===== src/rtl/fruit_pkg.sv =====
// Shared constants for the fruit launcher: screen geometry defaults,
// FSM state encodings and the LFSR seed/taps.
package fruit_pkg;

   localparam int SCREEN_W_DEF     = 640;
   localparam int SCREEN_H_DEF     = 480;
   localparam int FRUIT_SIZE_DEF   = 16;
   localparam int LAUNCH_DELAY_DEF = 30;
   localparam int VY_MIN_DEF       = 20;

   localparam logic [1:0] ST_IDLE      = 2'd0;
   localparam logic [1:0] ST_FLY       = 2'd1;
   localparam logic [1:0] ST_SLICED    = 2'd2;
   localparam logic [1:0] ST_GAME_OVER = 2'd3;

   localparam logic [15:0] LFSR_SEED = 16'hACE1;
   // Fibonacci taps 16,14,13,11 expressed as zero-based bit positions 15,13,12,10.
   localparam logic [15:0] LFSR_TAPS = 16'hB400;

   function automatic logic [15:0] lfsr_next(input logic [15:0] cur);
      return {cur[14:0], ^(cur & LFSR_TAPS)};
   endfunction

endpackage


===== src/rtl/lfsr16.sv =====
// Free-running 16-bit Fibonacci LFSR; the non-zero seed keeps it off the all-zero lockup state.
module lfsr16
   import fruit_pkg::*;
(
   input  logic        Clk,
   input  logic        Reset,
   output logic [15:0] q
);

   // Advance once per clock, reload the seed on reset.
   always_ff @(posedge Clk) begin
      if (Reset) q <= LFSR_SEED;
      else       q <= lfsr_next(q);
   end

endmodule


===== src/rtl/fruit_launcher.sv =====
// Frame-paced fruit engine: launch, ballistic flight, blade hit test, BCD score and miss count.
//
// state        | meaning
// -------------+-------------------------------------------------------------
// ST_IDLE      | counting frame ticks until the next launch
// ST_FLY       | fruit in flight, blade can slice it, bottom exit is a miss
// ST_SLICED    | cut fruit falling, bottom exit returns to idle, no miss
// ST_GAME_OVER | third miss reached, everything frozen until reset
module fruit_launcher
   import fruit_pkg::*;
#(
   parameter int SCREEN_W     = SCREEN_W_DEF,
   parameter int SCREEN_H     = SCREEN_H_DEF,
   parameter int FRUIT_SIZE   = FRUIT_SIZE_DEF,
   parameter int LAUNCH_DELAY = LAUNCH_DELAY_DEF,
   parameter int VY_MIN       = VY_MIN_DEF
) (
   input  logic       Clk,
   input  logic       Reset,
   input  logic       vs,
   input  logic [9:0] blade_x,
   input  logic [9:0] blade_y,
   input  logic       blade_active,
   output logic [9:0] fruitX,
   output logic [9:0] fruitY,
   output logic [9:0] fruitS,
   output logic       fruit_visible,
   output logic       fruit_sliced,
   output logic [3:0] score_tens,
   output logic [3:0] score_ones,
   output logic [1:0] misses,
   output logic       game_over
);

   localparam logic signed [10:0] X_MAX      = 11'(SCREEN_W - FRUIT_SIZE);
   localparam logic signed [10:0] Y_LIMIT    = 11'(SCREEN_H);
   localparam logic [10:0]        SIZE_11    = 11'(FRUIT_SIZE);
   localparam logic [7:0]         DELAY_LAST = 8'(LAUNCH_DELAY - 1);
   localparam logic signed [7:0]  VY_MIN_8   = 8'(VY_MIN);

   logic               vs_s, vs_q, tick;
   logic [15:0]        r;
   logic               unused_r;
   logic [1:0]         state, state_n;
   logic [7:0]         delay_cnt, delay_cnt_n;
   logic signed [10:0] x, y, x_n, y_n;
   logic signed [3:0]  vx, vx_n;
   logic signed [7:0]  vy, vy_n;
   logic [3:0]         tens_n, ones_n;
   logic [1:0]         misses_n;

   logic signed [10:0] vx_ext, vy_ext, x_sum, x_step, y_step, launch_x;
   logic signed [3:0]  vx_step, launch_mag, launch_vx;
   logic signed [7:0]  launch_vy;
   logic [10:0]        fx, fy, bx, by;
   logic               hit, exit_bottom;

   lfsr16 u_lfsr (
      .Clk   (Clk),
      .Reset (Reset),
      .q     (r)
   );

   // r[12:11] take no part in the launch draw.
   assign unused_r = ^r[12:11];

   // vs is synchronised first; the tick fires for one clock after a sampled falling edge.
   assign tick   = vs_q & ~vs_s;
   assign fruitX = x[9:0];
   assign fruitY = y[9:0];
   assign fruitS = 10'(FRUIT_SIZE);

   // Motion step, wall bounce, bottom exit, hit test and launch draw.
   always_comb begin
      vy_ext  = {{3{vy[7]}}, vy};
      vx_ext  = {{7{vx[3]}}, vx};
      y_step  = y + vy_ext;
      x_sum   = x + vx_ext;
      x_step  = x_sum;
      vx_step = vx;
      if (x_sum < 11'sd0) begin
         x_step  = '0;
         vx_step = -vx;
      end else if (x_sum > X_MAX) begin
         x_step  = X_MAX;
         vx_step = -vx;
      end
      exit_bottom = (vy > 8'sd0) && (y_step >= Y_LIMIT);

      fx  = {1'b0, x[9:0]};
      fy  = {1'b0, y[9:0]};
      bx  = {1'b0, blade_x};
      by  = {1'b0, blade_y};
      hit = blade_active && (bx >= fx) && (bx < fx + SIZE_11)
                         && (by >= fy) && (by < fy + SIZE_11);

      launch_x   = 11'sd64 + $signed({2'b00, r[8:0]});
      launch_mag = $signed({2'b00, r[10:9]}) + 4'sd1;
      launch_vx  = (launch_x < 11'sd320) ? launch_mag : -launch_mag;
      launch_vy  = -($signed({5'b00000, r[15:13]}) + VY_MIN_8);
   end

   // Next game state, evaluated only on a frame tick.
   always_comb begin
      state_n     = state;
      delay_cnt_n = delay_cnt;
      x_n         = x;
      y_n         = y;
      vx_n        = vx;
      vy_n        = vy;
      tens_n      = score_tens;
      ones_n      = score_ones;
      misses_n    = misses;
      if (tick) begin
         case (state)
            ST_IDLE: begin
               if (delay_cnt == DELAY_LAST) begin
                  delay_cnt_n = '0;
                  x_n         = launch_x;
                  y_n         = Y_LIMIT;
                  vx_n        = launch_vx;
                  vy_n        = launch_vy;
                  state_n     = ST_FLY;
               end else begin
                  delay_cnt_n = delay_cnt + 8'd1;
               end
            end
            ST_FLY, ST_SLICED: begin
               x_n  = x_step;
               y_n  = y_step;
               vx_n = vx_step;
               vy_n = vy + 8'sd1;
               if (state == ST_FLY && hit) begin
                  // A hit on the exit tick still wins; the cut fruit leaves on the next tick.
                  state_n = ST_SLICED;
                  if (!(score_tens == 4'd9 && score_ones == 4'd9)) begin
                     if (score_ones == 4'd9) begin
                        ones_n = 4'd0;
                        tens_n = score_tens + 4'd1;
                     end else begin
                        ones_n = score_ones + 4'd1;
                     end
                  end
               end else if (exit_bottom) begin
                  if (state == ST_FLY) begin
                     misses_n = misses + 2'd1;
                     state_n  = (misses == 2'd2) ? ST_GAME_OVER : ST_IDLE;
                  end else begin
                     state_n = ST_IDLE;
                  end
               end
            end
            default: ;
         endcase
      end
   end

   // State and output registers.
   always_ff @(posedge Clk) begin
      if (Reset) begin
         vs_s          <= 1'b1;
         vs_q          <= 1'b1;
         state         <= ST_IDLE;
         delay_cnt     <= '0;
         x             <= '0;
         y             <= Y_LIMIT;
         vx            <= '0;
         vy            <= '0;
         score_tens    <= '0;
         score_ones    <= '0;
         misses        <= '0;
         fruit_visible <= 1'b0;
         fruit_sliced  <= 1'b0;
         game_over     <= 1'b0;
      end else begin
         vs_s          <= vs;
         vs_q          <= vs_s;
         state         <= state_n;
         delay_cnt     <= delay_cnt_n;
         x             <= x_n;
         y             <= y_n;
         vx            <= vx_n;
         vy            <= vy_n;
         score_tens    <= tens_n;
         score_ones    <= ones_n;
         misses        <= misses_n;
         fruit_visible <= (state_n == ST_FLY) || (state_n == ST_SLICED);
         fruit_sliced  <= (state_n == ST_SLICED);
         game_over     <= (state_n == ST_GAME_OVER);
      end
   end

endmodule


===== config.mk =====
export PLATFORM = sky130hd
export DESIGN_NAME = fruit_launcher
export DESIGN_NICKNAME = d
export VERILOG_FILES = /design/src/rtl/fruit_pkg.sv /design/src/rtl/lfsr16.sv /design/src/rtl/fruit_launcher.sv
export SDC_FILE = /design/constraint.sdc
export NUM_CORES = 1
export LEC_CHECK = 0
export ABC_AREA = 1
export CELL_PAD_IN_SITES_DETAIL_PLACEMENT = 1
export CELL_PAD_IN_SITES_GLOBAL_PLACEMENT = 1
export CORE_UTILIZATION = 41
export CTS_CLUSTER_DIAMETER = 50
export DETAILED_ROUTE_END_ITERATION = 8
export PLACE_DENSITY_LB_ADDON = 0.15
export SLEW_MARGIN = 20
export SYNTH_ARGS = -nofsm -noshare
export SYNTH_HDL_FRONTEND = slang
export SYNTH_SLANG_ARGS = --single-unit

===== constraint.sdc =====
create_clock -name Clk -period 2.9 [get_ports Clk]
set_clock_uncertainty 0.1 [all_clocks]
set_input_delay 0.725 -clock Clk [delete_from_list [all_inputs] [get_ports Clk]]
set_output_delay 0.725 -clock Clk [all_outputs]
set_load 0.05 [all_outputs]

# Word level (Yosys, flattened, before mapping)
# Cells that the tools add are included.
# totals
register_bits	75
input_bits	24
output_inout_bits	43
wordCells	94
# op_classes
n_addsub	15
n_lt_le_gt_ge	9
eq_ne	11
mux	22
bitwise	4
n_reduce_logical	18
# ops
cell	n
$mux 11	4
$pmux 11 s2	2
$add 10x5->11 const B	2
$lt 10x11->1	2
$ge 10x10->1	2
$mux 4	5
$mux 8	2
$pmux 8 s2	1
$reduce_xor 16->1	1
$mux 2	6
$add 11x4->11	1
$add 11x8->11	1
$ge 11x10->1 const B	1
$gt 11x11->1 const B	1
$lt 11x1->1 const B	1
$add 7x9->10 const A	1
$lt 10x9->1 const B	1
$reduce_and 5->1	2
$add 4x1->4 const B	2
$add 8x1->8 const B	1
$add 8x2->8 const B	1
$eq 2x2->1 const B	4
$eq 4x4->1 const B	2
$eq 8x5->1 const B	1
22 further kinds	32

# Longest topological paths before layout
# Gate-level depths: netlist (run 1).
# depth
depth_word	11
ltp_mapped	21
ltp_nobuf	21

# Hierarchy
# From an unflattened synthesis (run 1), not the netlist that was laid out.
# hier_totals
hier_cells	833
area_unflattened_um2	5708.0
# modules_own_cells
mod	n_inst	cells_each	area_each_um2	seq_area_each_um2
fruit_launcher	1	774	5205.0	1161.1
lfsr16	1	59	503.0	320.3

# Worst setup path after synthesis (run 1)
# No wires, ideal clock.
# synth_path
path_kind	register to register
start	register x[4]
end	register fruit_visible
setup_ns	0.067
arrival_time_ns	2.826
required_ns	2.733
setup_slack_ns	-0.093
stages_incl_launch_ff	19
path_buffers	0
synth_period_minus_slack_ns	2.993
cell_sequence	dfxtp_1 -> ha_1 -> nand3_1 -> xor2_1 -> ha_1 -> a21oi_1 -> nand3b_1 -> nand2_1 -> nor2_2 -> nand3_2 -> nor2_4 -> nand3_4 -> nand2_1 -> inv_1 -> nand2_1 -> nand2_1 -> nand2_2 -> ha_1 -> nor2_1
# synth_via
elab_chain_len	11
word_cells_on_any_way	14
cone_classes	1 x add/sub; 2 x order compare; 2 x eq/ne; 3 x mux; 6 x reduce/logical
# synth_lines
item	line_no	text
from (decl)	fruit_launcher.sv:46	logic signed [10:0] x, y, x_n, y_n;
from (signal assigned)	fruit_launcher.sv:180	x <= x_n;
$add 10x5->11 / $ge 10x10->1 (equally long branches)	fruit_launcher.sv:94	hit = blade_active && (bx >= fx) && (bx < fx + SIZE_11)
$lt 10x11->1 / $logic_and 1x1->1 (equally long branches)	fruit_launcher.sv:94	
$logic_and 1x1->1 (*)	fruit_launcher.sv:94	
$logic_and 1x1->1 (*) (2 in a row)	fruit_launcher.sv:95	&& (by >= fy) && (by < fy + SIZE_11);
$logic_and 1x1->1 (*)	fruit_launcher.sv:133	if (state == ST_FLY && hit) begin
$mux 2 (*)	fruit_launcher.sv:133	
$pmux 2 s2 (*)	fruit_launcher.sv:115	case (state)
$mux 2 (*)	fruit_launcher.sv:114	if (tick) begin
$eq 2x1->1 / $eq 2x2->1 (equally long branches)	fruit_launcher.sv:187	fruit_visible <= (state_n == ST_FLY) || (state_n == ST_SLICED);
$logic_or 1x1->1 (*)	fruit_launcher.sv:187	
to (signal assigned)	fruit_launcher.sv:187	
to (decl)	fruit_launcher.sv:27	output logic fruit_visible,
# Mark *: on every way between the ends. The rest lies on a longest branch, timed or not.
# A chain may end at the register's enable or synchronous reset.

# Final worst setup path (run 1)
# layout_path
start	input blade_y[8]
end	register score_ones[1]
# layout_via
elab_chain_len	5
word_cells_on_any_way	6
cone_classes	2 x order compare; 4 x reduce/logical
# layout_lines
item	line_no	text
from (decl)	fruit_launcher.sv:22	input logic [9:0] blade_y,
$ge 10x10->1	fruit_launcher.sv:95	
$logic_and 1x1->1	fruit_launcher.sv:95	
$logic_and 1x1->1 (*)	fruit_launcher.sv:95	
$logic_and 1x1->1 (*)	fruit_launcher.sv:133	
$reduce_and 4->1 (no line) (*)	--	
to (signal assigned)	fruit_launcher.sv:185	score_ones <= ones_n;
to (decl)	fruit_launcher.sv:30	output logic [3:0] score_ones,
# Marked as above.

==> impl_metrics.py, run 1 <==
metrics = {
    "global_routing": {
        "gr-usage-all-layers": 0.243,
        "grt_pass1_wl_um": 27900,
        "busiest_layer": "met2",
        "grt-ovfl-total": 0,
        "first_global_vias": 5901,
        "grt_use_met3": 0.0439,
        "met2_usage": 0.448,
        "antenna_found_initial": 0,
        "grt.met1_usage": 0.290,
        "grt_max_degree": 40,
    },
    "clock_tree": {
        "numCtsBuffers": 9,
        "cts_sinks": 74,
        "cts_tree": "built",
        "cts.clk_slew.worst_paths_ns": 0.06,
        "cts_htree_levels": 3,
        "clock_latency_ns": 0.34,
        "root_buffer": "clkbuf_16",
        "clk_path_buf_depth": 2,
    },
    "routing": {
        "drc": 0,
        "vias": 5654,
        "finalWirelength_um": 17100,
        "vias_per_cell": 5.24,
        "antenna_left": 0,
        "drt_iter0_drc": 207,
        "drtPass1Iterations": 4,
        "routedWlPerCell_um": 15.8,
    },
    "worst_setup_path": {
        "worstReg2RegStart": "x[4]",
        "rrSetupSlack_ns": 0.16,
        "path_max_fanout": 5,
        "cp_top_family": "buffers and inverters",
        "end_kind": "flop",
        "slowest_stage": "clkdlybuf4s50_1",
        "crit_type": "primary input to flop",
        "path_common_cell": "buf_4",
        "critPathMaxStageDelay_ns": 0.45,
        "path_buf_inv": 5,
        "crit_chain": "clkdlybuf4s50_1 > ha_1 > nand2_1 > buf_4 > nor2_1 > nand3_1 > nand4_1 > buf_4 > buf_4 > nand4_4 > buf_4 > nand3b_1 > a21oi_1",
        "rr_endpoint": "score_ones[1]",
        "critPathRequiredTime_ns": 3.07,
        "r2r_cells": 15,
        "worstPathArrival_ns": 2.99,
        "cp-start-kind": "primary input",
    },
    "finish": {
        "ff_latch_area_mm2": 0.00150,
        "final_cell_mix": "nand2_1 (154), inv_1 (118), nor2_1 (90)",
        "antenna_cells": 0,
        "syn2layout_area_growth_pct": 21.9,
        "design_area_mm2": 0.00700,
        "multiInputGateArea_mm2": 0.00373,
        "fillers": 1768,
        "num-nets-final": 996,
        "fin_util": 0.520,
        "layout_commonest_cell": "nand2_1",
        "drive_gt1_frac": 0.119,
    },
    "floorplanning": {
        "core_area_mm2": 0.0135,
        "die_w_um": 120,
        "pin_count": 67,
        "row_count": 42,
        "die_area_mm2": 0.0145,
        "die_y_um": 120,
        "start_util": 0.427,
    },
    "timing": {
        "max-slew-margin-rel": 0.598,
        "finalHoldViolCount": 0,
        "holdWs_ns": 0.307,
        "rsz0062_at_grt": "yes",
        "setup-violations-final": 0,
        "finalCritPeriodShare": 0.973,
        "max_freq_mhz": 354,
        "tns_ns": 0,
        "worst_slew_pin_slew_ns": 0.599,
        "period_needed_ns": 2.82,
        "final-max-slew-violation-count": 0,
    },
    "min_path": {
        "hold_depth": 2,
        "hp-class": "flop to flop",
        "worstHoldEndpoint": "u_lfsr.q[12]",
        "min-delay-start": "u_lfsr.q[11]",
    },
    "synthesis": {
        "synthesis.area_mm2": 0.00574,
        "async_flop_share": 0,
        "ys_warn_count": 0,
        "seq_area_frac_synth": 0.258,
        "syn_area_per_cell_um2": 6.94,
        "synthDistinctLibCells": 47,
        "synth-edff-count": 0,
        "ys_ff_latch": 74,
        "synthCells": 827,
        "synth-main-ff-cell": "dfxtp_1",
    },
    "placed_design": {
        "place_congestion": 0.865,
        "dpl_cell_area_mm2": 0.00655,
        "numPortBuffers": 56,
        "hpwl_um": 13200,
    },
    "job": {
        "cap_violations": 0,
    },
    "power_and_ir_drop": {
        "peakVddDrop_v": 0.000366,
        "p_per_area_mw_per_mm2": 368,
        "p_leak_nw": 3.22,
    },
    "status": {
        "status": "finished clean",
    },
}
==> tightest hold or removal path, cell delays in order, from the launching register on <==
cell and delay, ns:
dfxtp_1 0.29, inv_1 0.04, nor2_1 0.03
==> per-layer routing <==
| layer | part of all wire | up-vias |
|---|---|---|
| li1 | - | 2815 |
| met1 | 0.45 | 2753 |
| met2 | 0.51 | 68 |
| met3 | 0.026 | 18 |
| met4 | 0.013 | 0 |
| met5 | 0 | - |
==> cell type report <==
cell class,instances,share of cell area
clock buffers,10,0.0327
flip-flops and latches,74,0.214
clock inverters,6,0.00930
inverters,121,0.0649
well taps,176,0.0315
multi-input cells,606,0.533
repair buffers,87,0.114
==> what timing repair did <==
item / 4_1_cts / 5_1_grt
pin swaps: 0 / 10
buffers inserted: 0 / 3
hold buffers: 0 / 0
gates resized for setup: 1 / 31
cloned: 0 / 0
endpoints found under the setup margin: 1 / 11
==> how the worst max path moves through the flow <==
stage | start | to | cells past startpoint
detailed placement | blade_y[7] | fruit_visible | 14
CTS | vy[0] | fruit_visible | 18
global placement | blade_y[7] | fruit_visible | 14
finish | blade_y[8] | score_ones[1] | 13
floorplan | x[6] | fruit_visible | 17
global route | x[4] | fruit_visible | 18
==> stage by stage <==
step	cells	worst slack, ns	total power [mW]
6_report	1080	0.0779	2.58
2_1_floorplan	835	0.108	1.35
3_3_place_gp	1061	-0.113	1.45
5_1_grt	1080	-0.0800	2.69
3_5_place_dp	1061	-0.233	1.46
4_1_cts	1077	0.0682	2.59
==> power breakdown <==
| part | internal (mW) | switching [mW] | leakage [nW] |
|---|---|---|---|
| clock | 0.668 | 0.459 | 0.143 |
| sequential | 1.04 | 0.0247 | 0.606 |
| combinational | 0.148 | 0.239 | 2.47 |
| total | 1.86 | 0.722 | 3.22 |
==> flip-flops by register name (all words and copies together), names as in the netlist, 2 cells and up, named ones only <==
register / flops
delay_cnt: 8
misses: 2
score_ones: 4
score_tens: 4
u_lfsr.q: 16
vx: 4
vy: 8
x: 10
y: 11
==> synthesized netlist by cell type (2+ instances only) <==
| master | number | area share |
|---|---|---|
| nand2_1 | 156 | 0.10 |
| inv_1 | 118 | 0.077 |
| nor2_1 | 91 | 0.059 |
| dfxtp_1 | 74 | 0.26 |
| ha_1 | 71 | 0.15 |
| a21oi_1 | 62 | 0.054 |
| nand3_1 | 49 | 0.043 |
| o21ai_0 | 35 | 0.031 |
| buf_4 | 22 | 0.029 |
| xor2_1 | 17 | 0.026 |
| nand4_1 | 12 | 0.013 |
| nor3_1 | 10 | 0.0087 |
| xnor2_1 | 9 | 0.014 |
| nor2_2 | 8 | 0.0087 |
| o22ai_1 | 7 | 0.0076 |
| buf_2 | 6 | 0.0052 |
| nand3b_1 | 6 | 0.0078 |
| a211oi_1 | 5 | 0.0065 |
| a31oi_1 | 5 | 0.0054 |
| clkbuf_1 | 5 | 0.0033 |
| nand2_2 | 5 | 0.0054 |
| nand3_2 | 4 | 0.0070 |
| o21bai_1 | 4 | 0.0052 |
| or2_2 | 4 | 0.0044 |
| a21o_1 | 3 | 0.0039 |
| a21oi_2 | 3 | 0.0046 |
| inv_2 | 3 | 0.0020 |
| nor3b_1 | 3 | 0.0039 |
| nor4_1 | 3 | 0.0033 |
| o211ai_1 | 3 | 0.0039 |
| conb_1 | 2 | 0.0013 |
| fa_1 | 2 | 0.0070 |
| nand2_4 | 2 | 0.0039 |
| nor2_4 | 2 | 0.0039 |
| o21ai_1 | 2 | 0.0017 |
| o21ai_2 | 2 | 0.0031 |
| o31ai_1 | 2 | 0.0026 |
==> cell families after synthesis <==
| family | after synthesis | share of synthesized area |
|---|---|---|
| other | 2 | 0.00131 |
| adders and majority gates | 73 | 0.162 |
| xor gates and xnor gates | 26 | 0.0397 |
| muxes | 1 | 0.00174 |
| and+or+nand+nor | 359 | 0.285 |
| AOI/OAI and AO/OA | 137 | 0.136 |
| buffers and inverters | 155 | 0.117 |
| DFF | 74 | 0.258 |
No activity file was read; power rests on OpenSTA's default activity.
==> run 2, diff against run 1 <==
--- a/config.mk
+++ b/config.mk
@@ -8,9 +8,10 @@
 export ABC_AREA = 1
 export CELL_PAD_IN_SITES_DETAIL_PLACEMENT = 1
 export CELL_PAD_IN_SITES_GLOBAL_PLACEMENT = 1
-export CORE_UTILIZATION = 41
+export CORE_UTILIZATION = 47
 export CTS_CLUSTER_DIAMETER = 50
 export DETAILED_ROUTE_END_ITERATION = 8
+export DONT_BUFFER_PORTS = 1
 export PLACE_DENSITY_LB_ADDON = 0.15
 export SLEW_MARGIN = 20
 export SYNTH_ARGS = -nofsm -noshare
==> run 2 against run 1 <==
  * Critical path depth is 6 higher
  * Utilization increased by 1.4 points
  * First-iteration DRC count down 9.7%
  * Global-route usage grew 2.2 points
  * Largest cell class unchanged
  * Largest power group unchanged
  * Highest routed layer unchanged
==> impl_metrics.py, run 2 (same netlist as run 1, synthesis figures left out) <==
metrics = {
    "timing": {
        "finalHoldViolCount": 0,
        "max_freq_mhz": 364,
        "period_needed_ns": 2.75,
        "finalCritPeriodShare": 0.947,
        "max-slew-margin-rel": 0.635,
        "worst_slew_pin_slew_ns": 0.544,
        "final-max-slew-violation-count": 0,
        "worst_slack_ns": 0.152,
        "holdWs_ns": 0.301,
        "setup-violations-final": 0,
    },
    "global_routing": {
        "busiest_layer": "met2",
        "first_global_vias": 5644,
        "grt.met1_usage": 0.313,
        "met2_usage": 0.489,
        "gr-usage-all-layers": 0.266,
        "grt_pass1_wl_um": 26600,
        "grt_use_met3": 0.0464,
        "antenna_found_initial": 0,
        "grt-ovfl-total": 0,
        "grt_max_degree": 41,
    },
    "floorplanning": {
        "core_area_mm2": 0.0120,
        "die_y_um": 113,
        "start_util": 0.480,
        "row_count": 40,
        "pin_count": 67,
        "die_w_um": 113,
        "die_area_mm2": 0.0127,
    },
    "worst_setup_path": {
        "path_max_fanout": 5,
        "endpoint": "fruit_visible",
        "cp-startpoint": "vy[0]",
        "rr_endpoint": "fruit_visible",
        "cp-start-kind": "flop",
        "critPathRequiredTime_ns": 3.08,
        "r2r_cells": 19,
        "rrSetupSlack_ns": 0.15,
        "worstReg2RegStart": "vy[0]",
        "end_kind": "flop",
        "worstPathArrival_ns": 2.93,
        "crit_type": "flop to flop",
    },
    "routing": {
        "vias": 5399,
        "routedWlPerCell_um": 16.1,
        "vias_per_cell": 5.38,
        "finalWirelength_um": 16100,
        "drtPass1Iterations": 4,
        "antenna_left": 0,
        "drt_iter0_drc": 187,
        "drc": 0,
    },
    "clock_tree": {
        "cts_tree": "built",
        "numCtsBuffers": 9,
        "root_buffer": "clkbuf_16",
        "cts_htree_levels": 3,
        "clk_path_buf_depth": 2,
        "cts.clk_slew.worst_paths_ns": 0.06,
        "cts_sinks": 74,
        "clock_latency_ns": 0.35,
    },
    "finish": {
        "layout_commonest_cell": "nand2_1",
        "largest_register_ffs": 16,
        "final_cell_mix": "nand2_1 (154), inv_1 (117), nor2_1 (91)",
        "top_register": "u_lfsr.q",
        "antenna_cells": 0,
        "drive_gt1_frac": 0.126,
        "syn2layout_area_growth_pct": 11.3,
        "reg_top3": "u_lfsr.q x16, y x11, x x10",
        "multiInputGateArea_mm2": 0.00367,
        "design_area_mm2": 0.00639,
        "ff_latch_area_mm2": 0.00149,
        "fillers": 1573,
        "num-nets-final": 948,
        "fin_cells": 1003,
    },
    "status": {
        "status": "finished clean",
    },
    "placed_design": {
        "dpl_cell_area_mm2": 0.00600,
        "dp_cells": 983,
        "place_congestion": 0.849,
        "hpwl_um": 12800,
        "numPortBuffers": 0,
        "pre_cts_ws_ns": 0.0510,
    },
    "min_path": {
        "hp-class": "flop to flop",
    },
    "power_and_ir_drop": {
        "finalPower_mw": 2.51,
        "peakVddDrop_v": 0.000295,
        "p_per_area_mw_per_mm2": 392,
        "p_leak_nw": 3.02,
    },
    "job": {
        "cap_violations": 0,
    },
}
-- run 2: cell count changes in the layout (fill, tap and decap cells not counted), moves of 3 or more --
| cell | previous run | this run |
|---|---|---|
| buf_4 | 31 | 38 |
| clkdlybuf4s50_1 | 54 | 0 |
| ha_2 | 0 | 3 |
| ha_4 | 5 | 1 |
-- run 2: timing repair --
| item | CTS | global route |
|---|---|---|
| hold buffers | 0 | 0 |
| pin swaps | 0 | 3 |
| gates cloned | 0 | 0 |
| setup endpoints to repair | 1 | 3 |
| gates resized for setup | 1 | 18 |
| setup buffers | 0 | 4 |
-- run 2: final cells by class --
type	count	share of cell area
multi-input combinational	606	0.574
sequential	74	0.233
inverter	121	0.0711
timing repair buffer	39	0.0464
clock buffer	10	0.0358
tap	147	0.0288
clock inverter	6	0.0102
-- run 2: worst min path at each step --
stage                             from      endpoint  cells past startpoint
after detailed placement  u_lfsr.q[11]  u_lfsr.q[12]                      2
after CTS                 u_lfsr.q[11]  u_lfsr.q[12]                      2
after floorplan           u_lfsr.q[11]  u_lfsr.q[12]                      2
after global placement    u_lfsr.q[11]  u_lfsr.q[12]                      2
after global routing             Reset   u_lfsr.q[1]                      1
final                     u_lfsr.q[11]  u_lfsr.q[12]                      2
-- run 2: worst max-delay path: stages, from the launching register on --
cell     delay (ns)
dfxtp_4        0.37
ha_2           0.19
inv_1          0.08
fa_1           0.36
inv_1          0.08
nand3_1        0.07
nand3_1        0.13
nand2_1        0.09
nand2_1        0.07
nand2_1        0.05
nand2_1        0.08
nand3_1        0.09
nand2_2        0.13
nand3_2        0.09
nand2_1        0.09
nand2_1        0.05
nand2_1        0.07
nand2_2        0.07
ha_1           0.32
nor2_1         0.10
-- run 2: where the power goes --
| group | switching, mW | internal, mW |
|---|---|---|
| combinational | 0.214 | 0.102 |
| clock | 0.452 | 0.668 |
| sequential | 0.0266 | 1.04 |
-- run 2: per-stage QoR --
step	TNS, ns	utilization
2_1_floorplan	0	-
3_3_place_gp	0	0.502
3_5_place_dp	0	0.502
4_1_cts	0	0.527
5_1_grt	-0.0476	0.534
6_report	0	0.534
-- run 2: per-layer routing --
metal	routed length (um)	vias to the layer above
li1	-	2719
met1	7280	2599
met2	8130	62
met3	362	19
met4	370	0
met5	0	-
